**config.mk**
```make
export PLATFORM = sky130hd
export DESIGN_NAME = led_pattern_sequencer
export DESIGN_NICKNAME = d
export VERILOG_FILES = /design/src/rtl/led_seq_pkg.sv /design/src/rtl/led_step_src.sv /design/src/rtl/led_pattern_sequencer.sv
export SDC_FILE = /design/constraint.sdc
export NUM_CORES = 1
export LEC_CHECK = 0
export ABC_AREA = 1
export BUFFER_PORTS_ARGS = -buffer_cell sky130_fd_sc_hd__buf_2
export CAP_MARGIN = 20
export CORE_ASPECT_RATIO = 0.9
export CORE_MARGIN = 2
export CORE_UTILIZATION = 55
export DETAILED_ROUTE_END_ITERATION = 8
export PLACE_DENSITY = 0.73
export REMOVE_ABC_BUFFERS = 1
export SKIP_CTS_REPAIR_TIMING = 1
export SLEW_MARGIN = 5
export SYNTH_ARGS = -nofsm -noshare
export SYNTH_HDL_FRONTEND = slang
export SYNTH_SLANG_ARGS = --single-unit
```
**constraint.sdc**
```tcl
create_clock -name clk -period 3.55 [get_ports clk]
set_input_delay 0.1775 -clock clk [delete_from_list [all_inputs] [get_ports clk]]
set_output_delay 0.1775 -clock clk [all_outputs]
set_load 0.005 [all_outputs]
```
**src/rtl/led_seq_pkg.sv**
```systemverilog
// Shared encodings for the LED pattern sequencer: step modes, FSM phases and
// a counter-width helper.
package led_seq_pkg;

  typedef enum logic [1:0] {
    MODE_FILL   = 2'd0,
    MODE_BOUNCE = 2'd1,
    MODE_BINUP  = 2'd2,
    MODE_BINDN  = 2'd3
  } mode_e;

  typedef enum logic [1:0] {
    PH_FILL  = 2'd0,
    PH_DRAIN = 2'd1,
    PH_UP    = 2'd2,
    PH_DOWN  = 2'd3
  } phase_e;

  // Bits needed to count 0..n-1, never less than one.
  function automatic int cnt_width(input int n);
    return (n > 2) ? $clog2(n) : 1;
  endfunction

endpackage

```
**src/rtl/led_step_src.sv**
```systemverilog
// Step source: debounced-button falling-edge detect OR'd with an auto-step
// prescaler tick; a coincident edge and tick yield a single step.
module led_step_src
  import led_seq_pkg::*;
#(
  parameter int TICK_DIV = 4
) (
  input  logic clk,
  input  logic rst_n,
  input  logic btn_i,
  input  logic btn_valid_i,
  input  logic auto_en_i,
  output logic step_o
);

  localparam int CW = cnt_width(TICK_DIV);
  localparam logic [CW-1:0] TERM = CW'(TICK_DIV - 1);

  logic          prev_btn_q;
  logic [CW-1:0] pre_q, pre_d;
  logic          tick;

  // Prescaler parks at zero whenever auto-stepping is off.
  always_comb begin
    tick  = auto_en_i && (pre_q == TERM);
    pre_d = '0;
    if (auto_en_i && !tick) begin
      pre_d = pre_q + 1'b1;
    end
  end

  always_ff @(posedge clk or negedge rst_n) begin
    if (!rst_n) begin
      prev_btn_q <= 1'b0;
      pre_q      <= '0;
    end else begin
      prev_btn_q <= btn_i;
      pre_q      <= pre_d;
    end
  end

  assign step_o = (btn_valid_i & prev_btn_q & ~btn_i) | tick;

endmodule

```
**src/rtl/led_pattern_sequencer.sv**
```systemverilog
// LED pattern sequencer: fill/drain, bounce, binary up/down patterns stepped by
// button edges or auto ticks. Optional PWM dimming when LED_DIM_EN is defined.
module led_pattern_sequencer
  import led_seq_pkg::*;
#(
  parameter int LED_COUNT   = 8,
  parameter int ACTIVE_LOW  = 1,
  parameter int CLK_FREQ_HZ = 10_000_000,
  parameter int STEP_HZ     = 4
) (
  input  logic                 clk,
  input  logic                 rst_n,
  input  logic                 btn,
  input  logic                 btn_valid,
  input  logic [1:0]           mode,
  input  logic                 auto_en,
`ifdef LED_DIM_EN
  input  logic [3:0]           dim_duty,
`endif
  output logic [LED_COUNT-1:0] led_out,
  output logic                 step_strobe,
  output logic                 wrap
);

  localparam int TICK_DIV = CLK_FREQ_HZ / STEP_HZ;
  localparam int POS_W    = cnt_width(LED_COUNT);
  localparam logic [POS_W-1:0]     LAST_POS = POS_W'(LED_COUNT - 1);
  localparam logic [LED_COUNT-1:0] LED_OFF  = (ACTIVE_LOW != 0) ? {LED_COUNT{1'b1}} : '0;

  logic                 step;
  logic [LED_COUNT-1:0] pat_q, pat_d;
  logic [POS_W-1:0]     pos_q, pos_d;
  phase_e               phase_q, phase_d;
  mode_e                mode_q, mode_d;
  logic                 loaded_q;
  logic                 strobe_d, wrap_d;
  logic [LED_COUNT-1:0] led_q, lit;
  logic                 strobe_q, wrap_q;
  logic                 pwm_on;

  led_step_src #(.TICK_DIV(TICK_DIV)) u_step_src (
    .clk        (clk),
    .rst_n      (rst_n),
    .btn_i      (btn),
    .btn_valid_i(btn_valid),
    .auto_en_i  (auto_en),
    .step_o     (step)
  );

  // The first clock after reset only latches the mode, exactly like a mode change.
  always_comb begin
    pat_d    = pat_q;
    pos_d    = pos_q;
    phase_d  = phase_q;
    mode_d   = mode_q;
    strobe_d = 1'b0;
    wrap_d   = 1'b0;
    if (!loaded_q || (mode != mode_q)) begin
      mode_d  = mode_e'(mode);
      pat_d   = '0;
      pos_d   = '0;
      phase_d = (mode_e'(mode) == MODE_BOUNCE) ? PH_UP : PH_FILL;
    end else if (step) begin
      strobe_d = 1'b1;
      case (mode_q)
        MODE_FILL: begin
          if (phase_q == PH_DRAIN) begin
            pat_d[LAST_POS - pos_q] = 1'b0;
            if (pos_q == LAST_POS) begin
              wrap_d  = 1'b1;
              phase_d = PH_FILL;
              pos_d   = '0;
            end else begin
              pos_d = pos_q + 1'b1;
            end
          end else begin
            pat_d[pos_q] = 1'b1;
            if (pos_q == LAST_POS) begin
              phase_d = PH_DRAIN;
              pos_d   = '0;
            end else begin
              pos_d = pos_q + 1'b1;
            end
          end
        end
        MODE_BOUNCE: begin
          if (pat_q == '0) begin
            pat_d   = {{(LED_COUNT-1){1'b0}}, 1'b1};
            pos_d   = '0;
            phase_d = PH_UP;
          end else if (phase_q == PH_UP) begin
            pat_d = pat_q << 1;
            pos_d = pos_q + 1'b1;
            if (pos_d == LAST_POS) phase_d = PH_DOWN;
          end else begin
            pat_d = pat_q >> 1;
            pos_d = pos_q - 1'b1;
            if (pos_d == '0) begin
              phase_d = PH_UP;
              wrap_d  = 1'b1;
            end
          end
        end
        MODE_BINUP: begin
          pat_d  = pat_q + 1'b1;
          wrap_d = (pat_d == '0);
        end
        MODE_BINDN: begin
          pat_d  = pat_q - 1'b1;
          wrap_d = &pat_d;
        end
      endcase
    end
  end

`ifdef LED_DIM_EN
  logic [3:0] pwm_cnt_q;

  always_ff @(posedge clk or negedge rst_n) begin
    if (!rst_n) pwm_cnt_q <= 4'd0;
    else        pwm_cnt_q <= pwm_cnt_q + 4'd1;
  end

  assign pwm_on = (pwm_cnt_q < dim_duty);
`else
  assign pwm_on = 1'b1;
`endif

  assign lit = pat_d & {LED_COUNT{pwm_on}};

  always_ff @(posedge clk or negedge rst_n) begin
    if (!rst_n) begin
      pat_q    <= '0;
      pos_q    <= '0;
      phase_q  <= PH_FILL;
      mode_q   <= MODE_FILL;
      loaded_q <= 1'b0;
      led_q    <= LED_OFF;
      strobe_q <= 1'b0;
      wrap_q   <= 1'b0;
    end else begin
      pat_q    <= pat_d;
      pos_q    <= pos_d;
      phase_q  <= phase_d;
      mode_q   <= mode_d;
      loaded_q <= 1'b1;
      led_q    <= (ACTIVE_LOW != 0) ? ~lit : lit;
      strobe_q <= strobe_d;
      wrap_q   <= wrap_d;
    end
  end

  assign led_out     = led_q;
  assign step_strobe = strobe_q;
  assign wrap        = wrap_q;

endmodule

```
# Yosys cells after proc, flatten, opt, wreduce, memory -nomap -nowiden
# Index checks and enable logic that the tools add are counted.
word_totals:
  register_bits: 49
  in_bits: 7
  output_inout_bits: 10
  word_cells: 95
classes:
  add_sub_neg: 6
  magnitude_cmp: 4
  n_eq_ne: 13
  mux: 38
  bitwise_logic: 8
  reduce_logical: 16
ops:
  columns: ["operator", "count"]
  rows:
  - ["two-way mux 8 bit", 5]
  - ["case mux 8 bit (4 select lines)", 1]
  - ["adder 22 x 1 -> 22 bit, second input constant", 1]
  - ["== test 22 bit, second input constant", 1]
  - ["two-way mux 22 bit", 1]
  - ["two-way mux 2 bit", 10]
  - ["logical NOT 8 bit", 2]
  - ["inverter 8 bit", 2]
  - ["two-way mux 3 bit", 5]
  - ["two-way mux 1 bit", 11]
  - ["!= test 5 bit, second input constant", 2]
  - ["adder 8 x 1 -> 8 bit, second input constant", 1]
  - ["bitwise AND 8 bit", 1]
  - ["< comparator 3 x 4 -> 1 bit, second input constant", 2]
  - ["OR 8 bit", 1]
  - ["AND reduction 8 bit", 1]
  - ["subtractor 8 x 1 -> 8 bit, second input constant", 1]
  - ["demux 1 bit (select 3 bit)", 2]
  - ["== test 2 x 1 -> 1 bit, second input constant", 3]
  - ["== test 2 bit, second input constant", 3]
  - ["== test 3 bit, second input constant", 2]
  - [">= comparator 3 x 1 -> 1 bit, second input constant", 2]
  - ["case mux 3 bit (2 select lines)", 1]
  - ["AND reduction 5 bit", 1]
  - ["other kinds (18)", 23]

# Logic depth before layout (Yosys ltp)
logic_depth:
  depth_word: 12
  ltp_mapped: 12
  mapped_depth_nobuf: 11

# Modules after synthesis
# A second synthesis with hierarchy kept.
hier_totals:
  hier_cells: 498
  hier_area_um2: 3434.5
by_module_without_submodules:
  columns: ["mod", "instances", "cells_each", "area_each_um2", "seq_area_each_um2"]
  rows:
  - ["led_pattern_sequencer", 1, 314, 2075.7, 660.6]
  - ["led_step_src", 1, 184, 1358.8, 575.6]

# Worst setup path after synthesis
# OpenSTA, ideal clock, no wires.
synth_timing:
  kind: "register to register"
  startpoint: "reg pat_q[0]"
  endpoint: "reg phase_q[1]"
  setup_time_ns: 0.117
  t_arrival_ns: 1.537
  t_required_ns: 3.433
  slack_ns: 1.896
  path_stages_with_launch: 13
  n_path_buf: 1
  period_less_slack_ns: 1.654
  cell_sequence: "dfrtp_1 inv_1 buf_2 ha_1 inv_1 nor2_1 nand2_1 nand3_1 nor2_1 nor2_1 nand2_1 nand2_1 nand2_1"
synth_between:
  elab_chain_len: 5
  word_cells_on_any_way: 8
  cone_classes: "eq/ne (2); mux (4); reduce/logical (2)"
synth_lines:
  columns: ["item", "line_no", "source"]
  rows:
  - ["start, declared", "led_pattern_sequencer.sv:31", "logic [LED_COUNT-1:0] pat_q, pat_d;"]
  - ["start signal, assigned", "led_pattern_sequencer.sv:142", "pat_q <= pat_d;"]
  - ["logical NOT 8 bit *", "led_pattern_sequencer.sv:87", "if (pat_q == '0) begin"]
  - ["two-way mux 2 bit", "led_pattern_sequencer.sv:87", null]
  - ["case mux 2 bit (2 select lines)", "led_pattern_sequencer.sv:65", "case (mode_q)"]
  - ["two-way mux 2 bit", "led_pattern_sequencer.sv:63", "end else if (step) begin"]
  - ["two-way mux 2 bit", "led_pattern_sequencer.sv:58", "if (!loaded_q || (mode != mode_q)) begin"]
  - ["end signal, assigned", "led_pattern_sequencer.sv:144", "phase_q <= phase_d;"]
  - ["end, declared", "led_pattern_sequencer.sv:33", "phase_e phase_q, phase_d;"]
# Mark *: on every way between the ends. The rest lies on a longest branch, timed or not. The select of a mux whose other input is x is not followed.
# A chain may end at the register's enable or synchronous reset.

# Worst setup path in the final report
layout_timing:
  startpoint: "reg mode_q[0]"
  endpoint: "reg pat_q[2]"
layout_between:
  elab_chain_len: 4
  word_cells_on_any_way: 9
  cone_classes: "eq/ne (4); mux (3); reduce/logical (2)"
layout_lines:
  columns: ["item", "line_no", "source"]
  rows:
  - ["start, declared", "led_pattern_sequencer.sv:34", "mode_e mode_q, mode_d;"]
  - ["start signal, assigned", "led_pattern_sequencer.sv:145", "mode_q <= mode_d;"]
  - ["== test 2 bit (tied with other cells)", "led_pattern_sequencer.sv:65", null]
  - ["case mux 8 bit (4 select lines)", "led_pattern_sequencer.sv:65", null]
  - ["two-way mux 8 bit", "led_pattern_sequencer.sv:63", null]
  - ["two-way mux 8 bit *", "led_pattern_sequencer.sv:58", null]
  - ["via lit[2]", "led_pattern_sequencer.sv:37", "logic [LED_COUNT-1:0] led_q, lit;"]
# Mark *: on every way through the listed nets, which the timed path passes. The rest lies on a longest branch.

==> results.rst <==
.. list-table::
   :header-rows: 1

   * - Metric
     - Value
   * - Clock period minus worst slack
     - 2.12 ns
   * - Reg2Reg Launch Point
     - mode_q[0]$_DFFE_PN0P_
   * - Maximum vdd ir drop
     - 0.000270 V
   * - Critical Path RT
     - 3.77 ns
   * - Core Footprint
     - 0.00615 mm^2
   * - Port-buffer cells
     - 16
   * - Flop pwr share
     - 51.2%
   * - Total setup violations reported at the end of the flow
     - 0
   * - Count of antenna diodes in the layout
     - 0
   * - Clock insertion delay at the later pin of the skew report
     - ~0.30 ns
   * - Fraction of power spent switching nets
     - 26.0%
   * - Number of placement rows
     - 27
   * - Global placement routability congestion
     - 0.998
   * - Pin count of the biggest net entering global routing
     - 50
   * - Area of the die
     - about 0.0071 mm^2
   * - Net switching power
     - 294 uW
   * - Worst Max-Slew Pin Slew
     - 0.826 ns
   * - CTS HTree Levels
     - 2
   * - Part of the Yosys area used for sequential elements
     - about a third
   * - Relative contribution of the clock network to total power
     - 37.0%
   * - Share of flip-flops with an asynchronous set or reset
     - 100%
   * - Number of sinks handled by clock tree synthesis
     - 49
   * - R2R Setup Slk
     - 1.43 ns
   * - Antenna-violating nets left
     - 0
   * - Hold Vio Cnt, Final
     - 0
   * - Class of the worst hold path
     - in -> reg
   * - Cell count after synthesis
     - 509
   * - Cell count of the worst reg-to-reg path
     - 8
   * - Final worst path period share
     - roughly three fifths
   * - Relative contribution of combinational cells to total power
     - 11.8%
   * - Primary flip-flop cell chosen by synthesis mapping
     - sky130_fd_sc_hd__dfrtp_1
   * - Max Clock Freq
     - 471 MHz
   * - Die height
     - 80.0 um
   * - First-pass GRT wire length
     - ~15 mm
   * - Clock transition at the registers of the reported paths
     - 0.08 ns
   * - Horiz. Die Dim
     - 88.4 um
   * - Pleak
     - 0.00175 uW
   * - Routed length per placed instance
     - 14.5 um
   * - Total of warnings raised by yosys
     - 0
   * - Worst-case clock buffer depth
     - 2
   * - Unrepaired setup endpoints after global routing
     - false
   * - Total standard cell area after synthesis
     - 0.00353 mm^2
   * - Worst max-slew margin expressed relative to the limit
     - between 40 and 50%
   * - # nets final
     - 536
   * - CTS tree
     - built
   * - Hold worst-path end
     - mode_q[0]$_DFFE_PN0P_
   * - Via density per instance
     - 5.53
   * - CP max FO
     - 12
   * - Setup CP Type
     - reg -> reg
   * - DPL Wire Length
     - between 6 and 7 mm
   * - Number of DRC violations after detailed-routing iteration 0
     - 339
   * - Final worst hold slack
     - between 0.015 and 0.02 ns
   * - Total Routed Length
     - 8.82 mm
   * - Inserted Clock Buffers
     - 5
   * - Initial core utilization
     - 57.4%
   * - Post-synthesis cell type count
     - 39
   * - Detailed-route via count
     - 3354
   * - Number of antenna violations at the first check in global routing
     - 0
   * - Status
     - finished, final reports clean
   * - Reg-to-reg critical path endpoint
     - pat_q[2]$_DFF_PN0_
   * - Cell internal power dissipation
     - 837 uW
   * - Hold path cells
     - 1
   * - Number of global-route vias before repair
     - between 3000 and 4000
   * - Cell at the root of the clock tree
     - sky130_fd_sc_hd__clkbuf_8
   * - Mean area per synthesized cell
     - about 7 um^2
   * - CP arrival
     - 2.34 ns
   * - CP Capture Type
     - flop
   * - Ratio of cells with drive above 1 in the final layout
     - 13.7%
   * - Slew Viols, Final
     - 0
   * - GRT overflow
     - 0
   * - Start point of the worst min-delay path
     - mode[0]
   * - Number of flops mapped to enable cells by yosys
     - 0
   * - Max-cap violations
     - 0
   * - Layout overhead on the synthesized area
     - 7.13%
   * - Clock Skew
     - 0.00901 ns
   * - Nature of the critical path startpoint
     - flop
   * - DR DRC count
     - 0
   * - Summed negative setup slack over all endpoints
     - 0 ns
   * - Number of storage elements in the synthesis netlist
     - 49
   * - First-pass DRT Iterations
     - 5
   * - Power density of the placed cells
     - 299 mW/mm^2
   * - Overall Global Routing Usage
     - between 20 and 30%
   * - I/O pin cnt
     - 17
-- routing by layer --
metal / up-vias / wire length (um) / part of all wire (%) / GRT usage [%]
met4: 0 / 201 / 2.3 / 8.33
li1: 1641 / - / - / -
met2: 153 / 3680 / 42 / 38.9
met5: - / 0 / 0 / 0
met1: 1542 / 4180 / 47 / 43.4
met3: 18 / 769 / 8.7 / 4.45
-- power groups by stage --
stage	Sequential, uW	Combinational (uW)	Clock (uW)
global route	581	153	449
CTS	579	128	428
finish	579	134	418
floorplan	587	84.2	0
detailed placement	589	127	0
global placement	588	125	0
-- worst max-delay path by stage --
stage | slack, ns | from | to
3_3_place_gp | 1.53 | mode_q[0]$_DFFE_PN0P_ | pat_q[2]$_DFF_PN0_
2_1_floorplan | 1.87 | u_step_src.pre_q[0]$_DFF_PN0_ | u_step_src.pre_q[13]$_DFF_PN0_
5_1_grt | 1.24 | mode_q[0]$_DFFE_PN0P_ | pat_q[2]$_DFF_PN0_
3_5_place_dp | 1.50 | u_step_src.pre_q[0]$_DFF_PN0_ | u_step_src.pre_q[13]$_DFF_PN0_
6_report | 1.43 | mode_q[0]$_DFFE_PN0P_ | pat_q[2]$_DFF_PN0_
4_1_cts | 1.48 | mode_q[0]$_DFFE_PN0P_ | pat_q[2]$_DFF_PN0_
-- state kept, by name, indices dropped and copies added (netlist names) --
register,cells
u_step_src.prev_btn_q,1
led_out,8
u_step_src.pre_q,22
phase_q,2
pat_q,8
wrap,1
loaded_q,1
step_strobe,1
mode_q,2
pos_q,3
-- synthesized netlist by cell type (4+ instances only) --
cell / instances / share of area (%)
sky130_fd_sc_hd__nor2_2: 5 / 0.89
sky130_fd_sc_hd__nand2_1: 137 / 15
sky130_fd_sc_hd__nor2_1: 73 / 7.8
sky130_fd_sc_hd__ha_1: 10 / 3.5
sky130_fd_sc_hd__o21ai_1: 6 / 0.85
sky130_fd_sc_hd__xor2_1: 11 / 2.7
sky130_fd_sc_hd__buf_2: 9 / 1.3
sky130_fd_sc_hd__inv_2: 6 / 0.64
sky130_fd_sc_hd__nor3b_1: 4 / 0.85
sky130_fd_sc_hd__inv_1: 49 / 5.2
sky130_fd_sc_hd__a21oi_1: 15 / 2.1
sky130_fd_sc_hd__nor2_4: 5 / 1.6
sky130_fd_sc_hd__o211ai_1: 4 / 0.85
sky130_fd_sc_hd__o21ai_0: 17 / 2.4
sky130_fd_sc_hd__nor3_1: 10 / 1.4
sky130_fd_sc_hd__nand3_1: 51 / 7.2
sky130_fd_sc_hd__nand4_1: 7 / 1.2
sky130_fd_sc_hd__dfstp_2: 8 / 6.0
sky130_fd_sc_hd__dfrtp_1: 41 / 29
sky130_fd_sc_hd__nand3_2: 5 / 1.4
sky130_fd_sc_hd__nand2_2: 6 / 1.1
-- worst max-delay path, stage by stage, from the launching register on --
cell and delay, ns:
sky130_fd_sc_hd__dfrtp_1 0.49, sky130_fd_sc_hd__inv_2 0.09, sky130_fd_sc_hd__nor2_1 0.64, sky130_fd_sc_hd__inv_1 0.16
sky130_fd_sc_hd__a21oi_1 0.24, sky130_fd_sc_hd__nand2_1 0.08, sky130_fd_sc_hd__a21boi_1 0.20, sky130_fd_sc_hd__nand2_2 0.08
sky130_fd_sc_hd__o21ai_2 0.06
-- cells in the final DEF (no fill, tap or decap), types with 2 or more instances in the layout --
master	n
sky130_fd_sc_hd__nand2_1	137
sky130_fd_sc_hd__nor2_1	73
sky130_fd_sc_hd__nand3_1	51
sky130_fd_sc_hd__inv_1	49
sky130_fd_sc_hd__dfrtp_1	41
sky130_fd_sc_hd__o21ai_0	17
sky130_fd_sc_hd__buf_2	16
sky130_fd_sc_hd__a21oi_1	15
sky130_fd_sc_hd__xor2_1	11
sky130_fd_sc_hd__nor3_1	10
sky130_fd_sc_hd__ha_1	10
sky130_fd_sc_hd__dfstp_2	8
sky130_fd_sc_hd__nand4_1	7
sky130_fd_sc_hd__nand2_2	6
sky130_fd_sc_hd__inv_2	6
sky130_fd_sc_hd__o21ai_1	6
sky130_fd_sc_hd__clkbuf_8	6
sky130_fd_sc_hd__nor2_4	5
sky130_fd_sc_hd__nand3_2	5
sky130_fd_sc_hd__nor2_2	5
sky130_fd_sc_hd__nor3b_1	4
sky130_fd_sc_hd__o211ai_1	4
sky130_fd_sc_hd__a31oi_1	3
sky130_fd_sc_hd__o21ai_2	3
sky130_fd_sc_hd__xnor2_1	3
sky130_fd_sc_hd__or2_2	2
sky130_fd_sc_hd__nand3_4	2
sky130_fd_sc_hd__dlygate4sd3_1	2
-- kinds of logic after synthesis --
family / share of synthesized area (%)
other cells: 0.106
fa+ha+maj: 3.55
flops: 35.0
buf+inv: 8.69
simple gates: 40.6
xor+xnor: 3.48
compound gates: 8.58
-- final cells by class --
class | count | area [um^2]
fillers | 579 | 2370
multi-input cells | 388 | 1990
clock inverters | 1 | 30.0
repair buffers | 19 | 120
flip-flops and latches | 49 | 1240
inverters | 56 | 213
clock buffers | 7 | 86.3
well taps | 87 | 109
-- per-stage QoR --
| step | setup slack [ns] | power [uW] | instance area, um^2 | std cells | util [%] |
|---|---|---|---|---|---|
| floorplan | 1.87 | 671 | 3430 | 493 | - |
| global placement | 1.53 | 713 | 3620 | 596 | 58.9 |
| detailed placement | 1.50 | 717 | 3620 | 596 | 58.9 |
| CTS | 1.48 | 1130 | 3740 | 604 | 60.8 |
| global route | 1.24 | 1180 | 3780 | 607 | 61.5 |
| finish | 1.43 | 1130 | 3780 | 607 | 61.5 |
(Power assumes the default switching activity.)
